--- src/rtl/eth_tx_pkg.sv ---
// Shared definitions for the Ethernet TX framer: FSM state encoding,
// framing byte constants and CRC-32 constants.
package eth_tx_pkg;

  typedef enum logic [2:0] {
    ST_IDLE,
    ST_PREAMBLE,
    ST_SFD,
    ST_DATA,
    ST_PAD,
    ST_FCS,
    ST_IFG
  } tx_state_e;

  localparam logic [7:0]  ETH_PREAMBLE_BYTE = 8'h55;
  localparam logic [7:0]  ETH_SFD_BYTE      = 8'hD5;
  localparam logic [31:0] ETH_CRC_POLY      = 32'h04C11DB7;
  localparam logic [31:0] ETH_CRC_INIT      = 32'hFFFFFFFF;
  localparam logic [31:0] ETH_CRC_RESIDUE   = 32'hDEBB20E3;

  function automatic logic [31:0] reflect32(input logic [31:0] v);
    logic [31:0] r;
    for (int i = 0; i < 32; i++) begin
      r[i] = v[31-i];
    end
    return r;
  endfunction

  // LSB-first shift register form needs the bit-reversed polynomial
  localparam logic [31:0] ETH_CRC_POLY_REFL = reflect32(ETH_CRC_POLY);

endpackage

--- src/rtl/crc32_d8.sv ---
// Combinational one-byte step of the reflected Ethernet CRC-32.
// Only built when TX_MAC_FRAMER_FCS_EN is defined (the FCS option).
`ifdef TX_MAC_FRAMER_FCS_EN
module crc32_d8
  import eth_tx_pkg::*;
(
  input  logic [31:0] i_crc,
  input  logic [7:0]  i_data,
  output logic [31:0] o_crc
);

  logic [31:0] w_c;

  always_comb begin
    w_c = i_crc ^ {24'h000000, i_data};
    for (int i = 0; i < 8; i++) begin
      w_c = w_c[0] ? ((w_c >> 1) ^ ETH_CRC_POLY_REFL) : (w_c >> 1);
    end
  end

  assign o_crc = w_c;

endmodule
`endif

--- src/rtl/tx_mac_framer.sv ---
// Ethernet TX framer: preamble/SFD, payload, zero pad, optional FCS, IFG.
// Define TX_MAC_FRAMER_FCS_EN to compute and append the 4-byte FCS.
module tx_mac_framer
  import eth_tx_pkg::*;
#(
  parameter int PREAMBLE_LEN = 7,
  parameter int MIN_PAYLOAD  = 60,
  parameter int MAX_PAYLOAD  = 1514,
  parameter int IFG_CYCLES   = 12
) (
  input  logic        clk,
  input  logic        rst,
  input  logic [7:0]  in_data,
  input  logic        in_valid,
  input  logic        in_last,
  output logic        tx_mac_ready,
  output logic [7:0]  gmii_txd,
  output logic        gmii_tx_en,
  output logic        gmii_tx_er,
  output logic        busy,
  output logic        underrun,
  output logic [15:0] frames_sent
);

  localparam logic [15:0] LP_MIN      = 16'(MIN_PAYLOAD);
  localparam logic [15:0] LP_MAX      = 16'(MAX_PAYLOAD);
  localparam logic [7:0]  LP_PRE_LAST = 8'(PREAMBLE_LEN - 1);
  localparam logic [7:0]  LP_IFG_LAST = 8'(IFG_CYCLES - 1);
`ifdef TX_MAC_FRAMER_FCS_EN
  localparam tx_state_e   ST_AFTER_BODY = ST_FCS;
`else
  localparam tx_state_e   ST_AFTER_BODY = ST_IFG;
`endif

  tx_state_e   r_state, w_state_next;
  logic [7:0]  r_cnt;
  logic [15:0] r_byte_cnt, w_byte_cnt_inc;
  logic [7:0]  r_txd, w_txd_next, w_fcs_byte;
  logic        r_tx_en, w_tx_en_next, r_tx_er, w_tx_er_next;
  logic        r_underrun, w_underrun_next;
  logic [15:0] r_frames_sent;
  logic        w_xfer, w_oversize, w_short, w_frame_done;

  assign w_byte_cnt_inc = r_byte_cnt + 16'd1;
  assign w_oversize     = (r_byte_cnt == LP_MAX);
  assign w_short        = (w_byte_cnt_inc < LP_MIN);
  assign w_xfer         = (r_state == ST_DATA) && in_valid && !w_oversize;

`ifdef TX_MAC_FRAMER_FCS_EN
  logic [31:0] r_crc, w_crc_next;

  crc32_d8 u_crc (
    .i_crc  (r_crc),
    .i_data (w_txd_next),
    .o_crc  (w_crc_next)
  );

  assign w_fcs_byte = ~r_crc[{r_cnt[1:0], 3'b000} +: 8];

  always_ff @(posedge clk or posedge rst) begin
    if (rst) begin
      r_crc <= ETH_CRC_INIT;
    end else if (w_state_next == ST_PREAMBLE && r_state != ST_PREAMBLE) begin
      r_crc <= ETH_CRC_INIT;
    end else if (w_xfer || r_state == ST_PAD) begin
      r_crc <= w_crc_next;
    end
  end
`else
  assign w_fcs_byte = 8'h00;
`endif

  always_ff @(posedge clk or posedge rst) begin
    if (rst) r_state <= ST_IDLE;
    else     r_state <= w_state_next;
  end

  always_comb begin
    w_state_next = r_state;
    case (r_state)
      ST_IDLE:     if (in_valid) w_state_next = ST_PREAMBLE;
      ST_PREAMBLE: if (r_cnt == LP_PRE_LAST) w_state_next = ST_SFD;
      ST_SFD:      w_state_next = ST_DATA;
      ST_DATA: begin
        if (w_oversize || !in_valid) w_state_next = ST_IFG;
        else if (in_last)            w_state_next = w_short ? ST_PAD : ST_AFTER_BODY;
      end
      ST_PAD:      if (!w_short) w_state_next = ST_AFTER_BODY;
      ST_FCS:      if (r_cnt == 8'd3) w_state_next = ST_IFG;
      // Back-to-back frames skip IDLE so the gap is exactly IFG_CYCLES
      ST_IFG:      if (r_cnt == LP_IFG_LAST) w_state_next = in_valid ? ST_PREAMBLE : ST_IDLE;
      default:     w_state_next = ST_IDLE;
    endcase
  end

  always_comb begin
    w_txd_next      = 8'h00;
    w_tx_en_next    = 1'b0;
    w_tx_er_next    = 1'b0;
    w_underrun_next = 1'b0;
    case (r_state)
      ST_PREAMBLE: begin
        w_txd_next   = ETH_PREAMBLE_BYTE;
        w_tx_en_next = 1'b1;
      end
      ST_SFD: begin
        w_txd_next   = ETH_SFD_BYTE;
        w_tx_en_next = 1'b1;
      end
      ST_DATA: begin
        w_tx_en_next = 1'b1;
        if (w_oversize || !in_valid) begin
          w_tx_er_next    = 1'b1;
          w_underrun_next = !w_oversize;
        end else begin
          w_txd_next = in_data;
        end
      end
      ST_PAD:  w_tx_en_next = 1'b1;
      ST_FCS: begin
        w_txd_next   = w_fcs_byte;
        w_tx_en_next = 1'b1;
      end
      default: ;
    endcase
  end

  // Any entry into IFG without the error marker is a normal frame end
  assign w_frame_done = (w_state_next == ST_IFG) && (r_state != ST_IFG) && !w_tx_er_next;

  always_ff @(posedge clk or posedge rst) begin
    if (rst) begin
      r_txd         <= 8'h00;
      r_tx_en       <= 1'b0;
      r_tx_er       <= 1'b0;
      r_underrun    <= 1'b0;
      r_cnt         <= 8'd0;
      r_byte_cnt    <= 16'd0;
      r_frames_sent <= 16'd0;
    end else begin
      r_txd      <= w_txd_next;
      r_tx_en    <= w_tx_en_next;
      r_tx_er    <= w_tx_er_next;
      r_underrun <= w_underrun_next;
      r_cnt      <= (w_state_next != r_state) ? 8'd0 : r_cnt + 8'd1;
      if (w_state_next == ST_PREAMBLE && r_state != ST_PREAMBLE)
        r_byte_cnt <= 16'd0;
      else if (w_xfer || r_state == ST_PAD)
        r_byte_cnt <= w_byte_cnt_inc;
      if (w_frame_done)
        r_frames_sent <= r_frames_sent + 16'd1;
    end
  end

  assign tx_mac_ready = (r_state == ST_DATA);
  assign busy         = (r_state != ST_IDLE);
  assign gmii_txd     = r_txd;
  assign gmii_tx_en   = r_tx_en;
  assign gmii_tx_er   = r_tx_er;
  assign underrun     = r_underrun;
  assign frames_sent  = r_frames_sent;

endmodule
--- config.mk ---
export PLATFORM = sky130hd
export DESIGN_NAME = tx_mac_framer
export DESIGN_NICKNAME = d
export VERILOG_FILES = /design/src/rtl/eth_tx_pkg.sv /design/src/rtl/crc32_d8.sv /design/src/rtl/tx_mac_framer.sv
export SDC_FILE = /design/constraint.sdc
export NUM_CORES = 1
export LEC_CHECK = 0
export CAP_MARGIN = 30
export CORE_AREA = 2 2 101 103
export CTS_CLUSTER_DIAMETER = 30
export CTS_CLUSTER_SIZE = 40
export DETAILED_ROUTE_END_ITERATION = 10
export DIE_AREA = 0 0 103 105
export DONT_BUFFER_PORTS = 1
export PLACE_DENSITY = 0.51
export SLEW_MARGIN = 30
export SYNTH_ARGS = -nofsm -noshare
export SYNTH_HDL_FRONTEND = slang
export SYNTH_HIERARCHICAL = 1
export SYNTH_SLANG_ARGS = --single-unit
--- constraint.sdc ---
create_clock -name clk -period 3.2 [get_ports clk]
set_clock_uncertainty 0.1 [all_clocks]
set_input_delay 0.64 -clock clk [delete_from_list [all_inputs] [get_ports clk]]
set_output_delay 0.64 -clock clk [all_outputs]
set_load 0.03 [all_outputs]
# Word level (Yosys, flattened, before mapping)
# Index checks and enable logic that the tools add are counted.
[word_totals] reg_bits=54 latch_bits=0 ramBits=0 rom_bits=0 output_inout_bits=29 n_memories=0
[op_classes] addsub=3 n_mul=0 div=0 n_lt_le_gt_ge=1 eq_ne=15 shifts=0 n_mux=20 n_bitwise=0 n_reduce_logical=14
[ops] operator="$add 16x1->16 const B" n=2
[ops] operator="$mux 16" n=2
[ops] operator="$pmux 8 s3" n=1
[ops] operator="$mux 3" n=7
[ops] operator="$pmux 3 s7" n=1
[ops] operator="$eq 16x11->1 const B" n=1
[ops] operator="$lt 16x6->1 const B" n=1
[ops] operator="$mux 8" n=2
[ops] operator="$eq 3x3->1 const B" n=4
[ops] operator="$add 8x1->8 const B" n=1
[ops] operator="$eq 8x2->1 const B" n=1
[ops] operator="$eq 8x3->1 const B" n=1
[ops] operator="$eq 8x4->1 const B" n=1
[ops] operator="$eq 3x1->1 const B" n=2
[ops] operator="$eq 3x2->1 const B" n=2
[ops] operator="$mux 1" n=6
[ops] operator="$logic_and 1x1->1" n=5
[ops] operator="$reduce_or 5->1" n=1
[ops] operator="$logic_not 1->1" n=3
[ops] operator="$logic_not 3->1" n=1
[ops] operator="$ne 3x1->1 const B" n=1
[ops] operator="$ne 3x3->1" n=1
[ops] operator="$ne 3x3->1 const B" n=1
[ops] operator="$reduce_bool 3->1" n=1
[ops] operator="3 further kinds" n=4

# Logic depth before layout (Yosys ltp)
[depth] word_depth=9 mapped_depth=10 ltp_nobuf=9

# Worst setup path after synthesis
# OpenSTA, ideal clock, no wires.
[synth_path] path_type="reg-to-reg" start="reg r_byte_cnt[0]" end="reg r_frames_sent[1], in the netlist frames_sent[1]" setup_time_ns=0.128 t_arrival_ns=2.579 slack_ns=0.393 path_stages_with_launch=10 n_path_buf=2 cell_sequence="dfrtp_1 -> ha_1 -> clkbuf_1 -> nand3b_1 -> or3b_2 -> a32oi_1 -> nand4_1 -> o31ai_4 -> buf_6 -> mux2_1"
[synth_between] elab_chain_len=9 word_cells_on_any_way=15 classes_between="add/sub: 1; order compare: 1; eq/ne: 2; mux: 7; reduce/logical: 4"
[synth_rtl] item="from (decl)" line="tx_mac_framer.sv:37" source="logic [15:0] r_byte_cnt, w_byte_cnt_inc;"
[synth_rtl] item="from (signal assigned)" line="tx_mac_framer.sv:149" source="r_byte_cnt <= w_byte_cnt_inc;"
[synth_rtl] item="$add 16x1->16" line="tx_mac_framer.sv:44" source="assign w_byte_cnt_inc = r_byte_cnt + 16'd1;"
[synth_rtl] item="$lt 16x6->1" line="tx_mac_framer.sv:46" source="assign w_short = (w_byte_cnt_inc < LP_MIN);"
[synth_rtl] item="$mux 2" line="tx_mac_framer.sv:86" source="else if (in_last) w_state_next = w_short ? ST_PAD : ST_AFTER_BODY;"
[synth_rtl] item="$mux 3" line="tx_mac_framer.sv:86"
[synth_rtl] item="$mux 3" line="tx_mac_framer.sv:85" source="if (w_oversize || !in_valid) w_state_next = ST_IFG;"
[synth_rtl] item="$pmux 3 s7" line="tx_mac_framer.sv:80" source="case (r_state)"
[synth_rtl] item="$eq 3x3->1" line="tx_mac_framer.sv:129" source="assign w_frame_done = (w_state_next == ST_IFG) && (r_state != ST_IFG) && !w_tx_er_next;"
[synth_rtl] item="$logic_and 1x1->1" line="tx_mac_framer.sv:129"
[synth_rtl] item="$logic_and 1x1->1 (*)" line="tx_mac_framer.sv:129"
[synth_rtl] item="to (signal assigned)" line="tx_mac_framer.sv:151" source="r_frames_sent <= r_frames_sent + 16'd1;"
[synth_rtl] item="to (decl)" line="tx_mac_framer.sv:41" source="logic [15:0] r_frames_sent;"
# Mark *: on every way between the ends. The rest lies on a longest branch, timed or not.
# A chain may end at the register's enable or synchronous reset.

# Worst setup path after layout
# Same ends and word-level chain as after synthesis.

==> flow_results.xml <==
<?xml version="1.0" encoding="UTF-8"?>
<metrics>
  <group name="run_status">
    <metric name="outcome" unit="">completed</metric>
  </group>
  <group name="clocking">
    <metric name="ctsHoldBuffers" unit="">0</metric>
    <metric name="post_cts_buffers" unit="">0</metric>
    <metric name="cts_root_buffer" unit="">clkbuf_8</metric>
    <metric name="cts-root-to-sink-buffers" unit="">2</metric>
    <metric name="cts_inserted_buffers" unit="">5</metric>
    <metric name="htree_levels" unit="">2</metric>
    <metric name="clkLatencyLatePin" unit="ns">0.31</metric>
    <metric name="cts_tree" unit="">yes</metric>
    <metric name="clkSinkCount" unit="">54</metric>
    <metric name="postCtsResizedCells" unit="">0</metric>
    <metric name="clk_pin_slew" unit="ns">0.10</metric>
  </group>
  <group name="setup_path">
    <metric name="cp_slowest_stage_delay" unit="ns">0.46</metric>
    <metric name="cp.depth" unit="">8</metric>
    <metric name="critical_path_arrival" unit="ns">2.96</metric>
    <metric name="critPathBufInv" unit="">1</metric>
    <metric name="worst_r2r_endpoint" unit="">frames_sent[1]$_DFFE_PP0P_</metric>
    <metric name="worst-r2r-cell-count" unit="">8</metric>
    <metric name="critical_path.startpoint" unit="">r_byte_cnt[0]$_DFFE_PP0P_</metric>
    <metric name="r2r-start" unit="">r_byte_cnt[0]$_DFFE_PP0P_</metric>
    <metric name="cp_data_required_time" unit="ns">3.30</metric>
    <metric name="cp_cell_sequence" unit="">ha_1 -&gt; nand3b_1 -&gt; or3b_2 -&gt; a32oi_1 -&gt; nand4_1 -&gt; o31ai_4 -&gt; buf_4 -&gt; mux2_1</metric>
    <metric name="reg2reg_slack" unit="ns">0.34</metric>
    <metric name="crit_fanout" unit="">16</metric>
    <metric name="critical_path.startpoint_type" unit="">flop</metric>
    <metric name="setup.worst_path.end_class" unit="">flop</metric>
    <metric name="cp_slowest_cell" unit="">dfrtp_1</metric>
    <metric name="timing.setup.critical_path_class" unit="">flop to flop</metric>
    <metric name="critical_path_end" unit="">frames_sent[1]$_DFFE_PP0P_</metric>
    <metric name="cp_top_family" unit="">simple AND/OR/NAND/NOR gates</metric>
  </group>
  <group name="yosys">
    <metric name="synth.avg_cell_area" unit="µm²">9.71</metric>
    <metric name="number_of_enable_type_register_cells_in_the_synthesized_netlist" unit="">0</metric>
    <metric name="synth.yosys.seq_area_share" unit="%">47.0</metric>
    <metric name="synth_fa_ha_area_share" unit="%">2.18</metric>
    <metric name="synthArstFlopShare" unit="%">100</metric>
    <metric name="cell_variety_after_synth" unit="">46</metric>
    <metric name="postSynthRegisterBits" unit="">54</metric>
    <metric name="synth_top_family_by_area" unit="">simple AND/OR/NAND/NOR gates</metric>
    <metric name="multiplexer_fraction_of_the_synthesized_cell_area" unit="%">0.740</metric>
    <metric name="synthSimpleGateAreaFrac" unit="%">25.2</metric>
    <metric name="syn-num-nets" unit="">313</metric>
    <metric name="area_share_of_xor_xnor_cells_in_the_synthesized_design" unit="%">11.9</metric>
    <metric name="synth_compound_gate_area_share" unit="%">9.14</metric>
    <metric name="dominantRegCellSynth" unit="">dfrtp_1</metric>
    <metric name="mappedNetlistArea" unit="µm²">2880</metric>
    <metric name="synth.yosys.warnings" unit="">6</metric>
    <metric name="netlist_instances" unit="">296</metric>
  </group>
  <group name="timing">
    <metric name="max_freq" unit="GHz">0.350</metric>
    <metric name="timing.final.crit_share" unit="%">89.2</metric>
    <metric name="layout_min_cycle_time" unit="ns">2.86</metric>
    <metric name="slew_limit_headroom" unit="%">47.5</metric>
    <metric name="setup_total_negative_slack" unit="ns">0</metric>
    <metric name="setup_viol_count_final" unit="">0</metric>
    <metric name="worst_hold_slack" unit="ns">0.246</metric>
    <metric name="unrepaired_setup_endpoints_after_global_routing" unit="">false</metric>
    <metric name="timing.final.max_slew_violations" unit="">0</metric>
    <metric name="worst_path_setup_slack_after_routing" unit="ns">0.344</metric>
    <metric name="tightest_slew" unit="ns">0.787</metric>
    <metric name="hold_fails_final_rpt" unit="">0</metric>
  </group>
  <group name="floorplan">
    <metric name="fp.coreArea" unit="µm²">9640</metric>
    <metric name="ios" unit="">41</metric>
    <metric name="initial_core_utilization" unit="%">29.8</metric>
    <metric name="die_h" unit="µm">105</metric>
    <metric name="die-area" unit="µm²">10800</metric>
    <metric name="placement_rows" unit="">36</metric>
    <metric name="die_x" unit="µm">103</metric>
  </group>
  <group name="place">
    <metric name="dp_hpwl" unit="µm">4140</metric>
    <metric name="globalplace.congestion" unit="">0.816</metric>
    <metric name="preCtsSetupSlack" unit="ns">0.362</metric>
    <metric name="placement.io_buffers" unit="">0</metric>
  </group>
  <group name="detailed_routing">
    <metric name="post_route_drc_violation_count" unit="">0</metric>
    <metric name="drt_iter0_drcs" unit="">93</metric>
    <metric name="drt_wl_total" unit="µm">5790</metric>
    <metric name="antenna_violating_nets_post_route" unit="">0</metric>
    <metric name="num_vias" unit="">2046</metric>
    <metric name="first_pass_iters" unit="">4</metric>
    <metric name="routed_via_count_divided_by_cell_count" unit="">4.81</metric>
    <metric name="avgRoutedWirePerCell" unit="µm">13.6</metric>
  </group>
  <group name="power_and_ir_drop">
    <metric name="power.combinational.fraction" unit="%">27.0</metric>
    <metric name="flop_pwr_share" unit="%">52.4</metric>
    <metric name="pwr-share-clk" unit="%">20.6</metric>
    <metric name="p_switching" unit="µW">821</metric>
    <metric name="leakage" unit="nW">1.39</metric>
    <metric name="intPower" unit="mW">1.20</metric>
    <metric name="vdd.ir_drop.worst" unit="mV">0.186</metric>
    <metric name="report.power.total" unit="mW">2.02</metric>
    <metric name="netSwitchingFraction" unit="%">40.7</metric>
    <metric name="power.density_cell_area" unit="nW/µm²">650</metric>
  </group>
  <group name="global_route">
    <metric name="grt_first_pass_wirelength" unit="µm">9980</metric>
    <metric name="track_usage" unit="%">11.5</metric>
    <metric name="grt.overflow.total" unit="">0</metric>
    <metric name="first_global_vias" unit="">2032</metric>
    <metric name="antenna_found_initial" unit="">0</metric>
    <metric name="pin_count_of_the_biggest_net_entering_global_routing" unit="">39</metric>
  </group>
  <group name="final_layout">
    <metric name="nNetsFinal" unit="">308</metric>
    <metric name="final_layout_size_suffix_gt1_share" unit="%">7.88</metric>
    <metric name="syn_to_layout_area_delta" unit="%">7.92</metric>
    <metric name="insertedDiodeCount" unit="">0</metric>
  </group>
  <group name="run">
    <metric name="number_of_max_cap_violations" unit="">0</metric>
  </group>
  <group name="hold_path">
    <metric name="worstHoldPathType" unit="">primary input to async pin</metric>
  </group>
</metrics>
-- power groups by stage --
stage	clock network [mW]	logic (mW)	registers, mW
floorplan	0	0.515	0.983
global placement	0	0.549	1.07
detailed placement	0	0.558	1.07
CTS	0.431	0.560	1.06
global route	0.463	0.623	1.09
finish	0.416	0.544	1.06
-- routing by layer --
metal	global-route usage [%]	wire [µm]
met1	15.7	2790
met2	17.8	2630
met4	3.67	72
met3	2.47	302
met5	0	0
-- sequential cells by signal, indices dropped and copies added, names as in the netlist --
signal,flops
gmii_tx_en,1
gmii_txd,8
underrun,1
r_byte_cnt,16
r_cnt,8
gmii_tx_er,1
r_state,3
frames_sent,16
-- Yosys cell counts, drive strengths merged, types with 2 or more instances --
| library cell | number | area (µm²) |
|---|---|---|
| and2 | 4 | 25.0 |
| nor2 | 38 | 143 |
| clkbuf | 14 | 53.8 |
| buf | 3 | 21.3 |
| a211oi | 2 | 15.0 |
| xnor2 | 15 | 131 |
| nor4 | 4 | 25.0 |
| nand2b | 4 | 25.0 |
| a21oi | 6 | 33.8 |
| nand4 | 9 | 56.3 |
| ha | 5 | 62.6 |
| nand3b | 3 | 22.5 |
| and4 | 2 | 17.5 |
| a211o | 2 | 17.5 |
| xor2 | 24 | 210 |
| nand3 | 16 | 80.1 |
| o211ai | 4 | 30.0 |
| and3 | 13 | 81.3 |
| nor4bb | 3 | 30.0 |
| o21ai | 5 | 25.0 |
| a21boi | 2 | 15.0 |
| nor3b | 6 | 50.1 |
| nor3 | 8 | 51.3 |
| a21o | 5 | 37.5 |
| or3 | 3 | 18.8 |
| nand2 | 19 | 71.3 |
| inv | 10 | 37.5 |
| dfrtp | 54 | 1350 |
-- how the worst min path moves through the flow --
| stage | start | end | slack, ns |
|---|---|---|---|
| after floorplan | r_cnt[0]$_DFF_PP0_ | r_cnt[0]$_DFF_PP0_ | 0.39 |
| after global placement | r_cnt[7]$_DFF_PP0_ | r_cnt[7]$_DFF_PP0_ | 0.43 |
| after detailed placement | r_cnt[0]$_DFF_PP0_ | r_cnt[0]$_DFF_PP0_ | 0.44 |
| after CTS | rst | gmii_txd[3]$_DFF_PP0_ | 0.28 |
| after global routing | rst | gmii_txd[3]$_DFF_PP0_ | 0.32 |
| final | rst | gmii_txd[3]$_DFF_PP0_ | 0.25 |
-- cell usage in the layout (no fill, tap or decap), types with 7 or more instances in the layout --
master   netlist  routed
nand2_1       19      19
nand4_1        9       9
nor3_1         7       7
dfrtp_1       54      54
nor2_1        38      38
and3_1        13      13
nand3_1       16      16
xor2_1        24      24
inv_1         10       9
xnor2_1       15      15
-- layout make-up --
class / count / area, µm²
multi-input combinational: 215 / 1410
fill: 1008 / 6540
timing repair buffer: 5 / 37.5
clock buffer: 6 / 82.6
tap: 133 / 166
clock inverter: 2 / 16.3
inverter: 10 / 37.5
sequential: 54 / 1350
-- stage by stage --
stage,util [%],cells,instance area (µm²)
3_3_place_gp,31.2,417,3000
3_5_place_dp,31.2,417,3000
4_1_cts,32.2,425,3100
2_1_floorplan,-,296,2880
5_1_grt,32.2,425,3100
6_report,32.2,425,3100
-- cells by family after synthesis --
group,Yosys count
mux,2
fa+ha+maj,5
buf+inv,27
simple gates,135
xor+xnor,39
flops,54
compound gates,34
No activity file was read; power rests on OpenSTA's default activity.
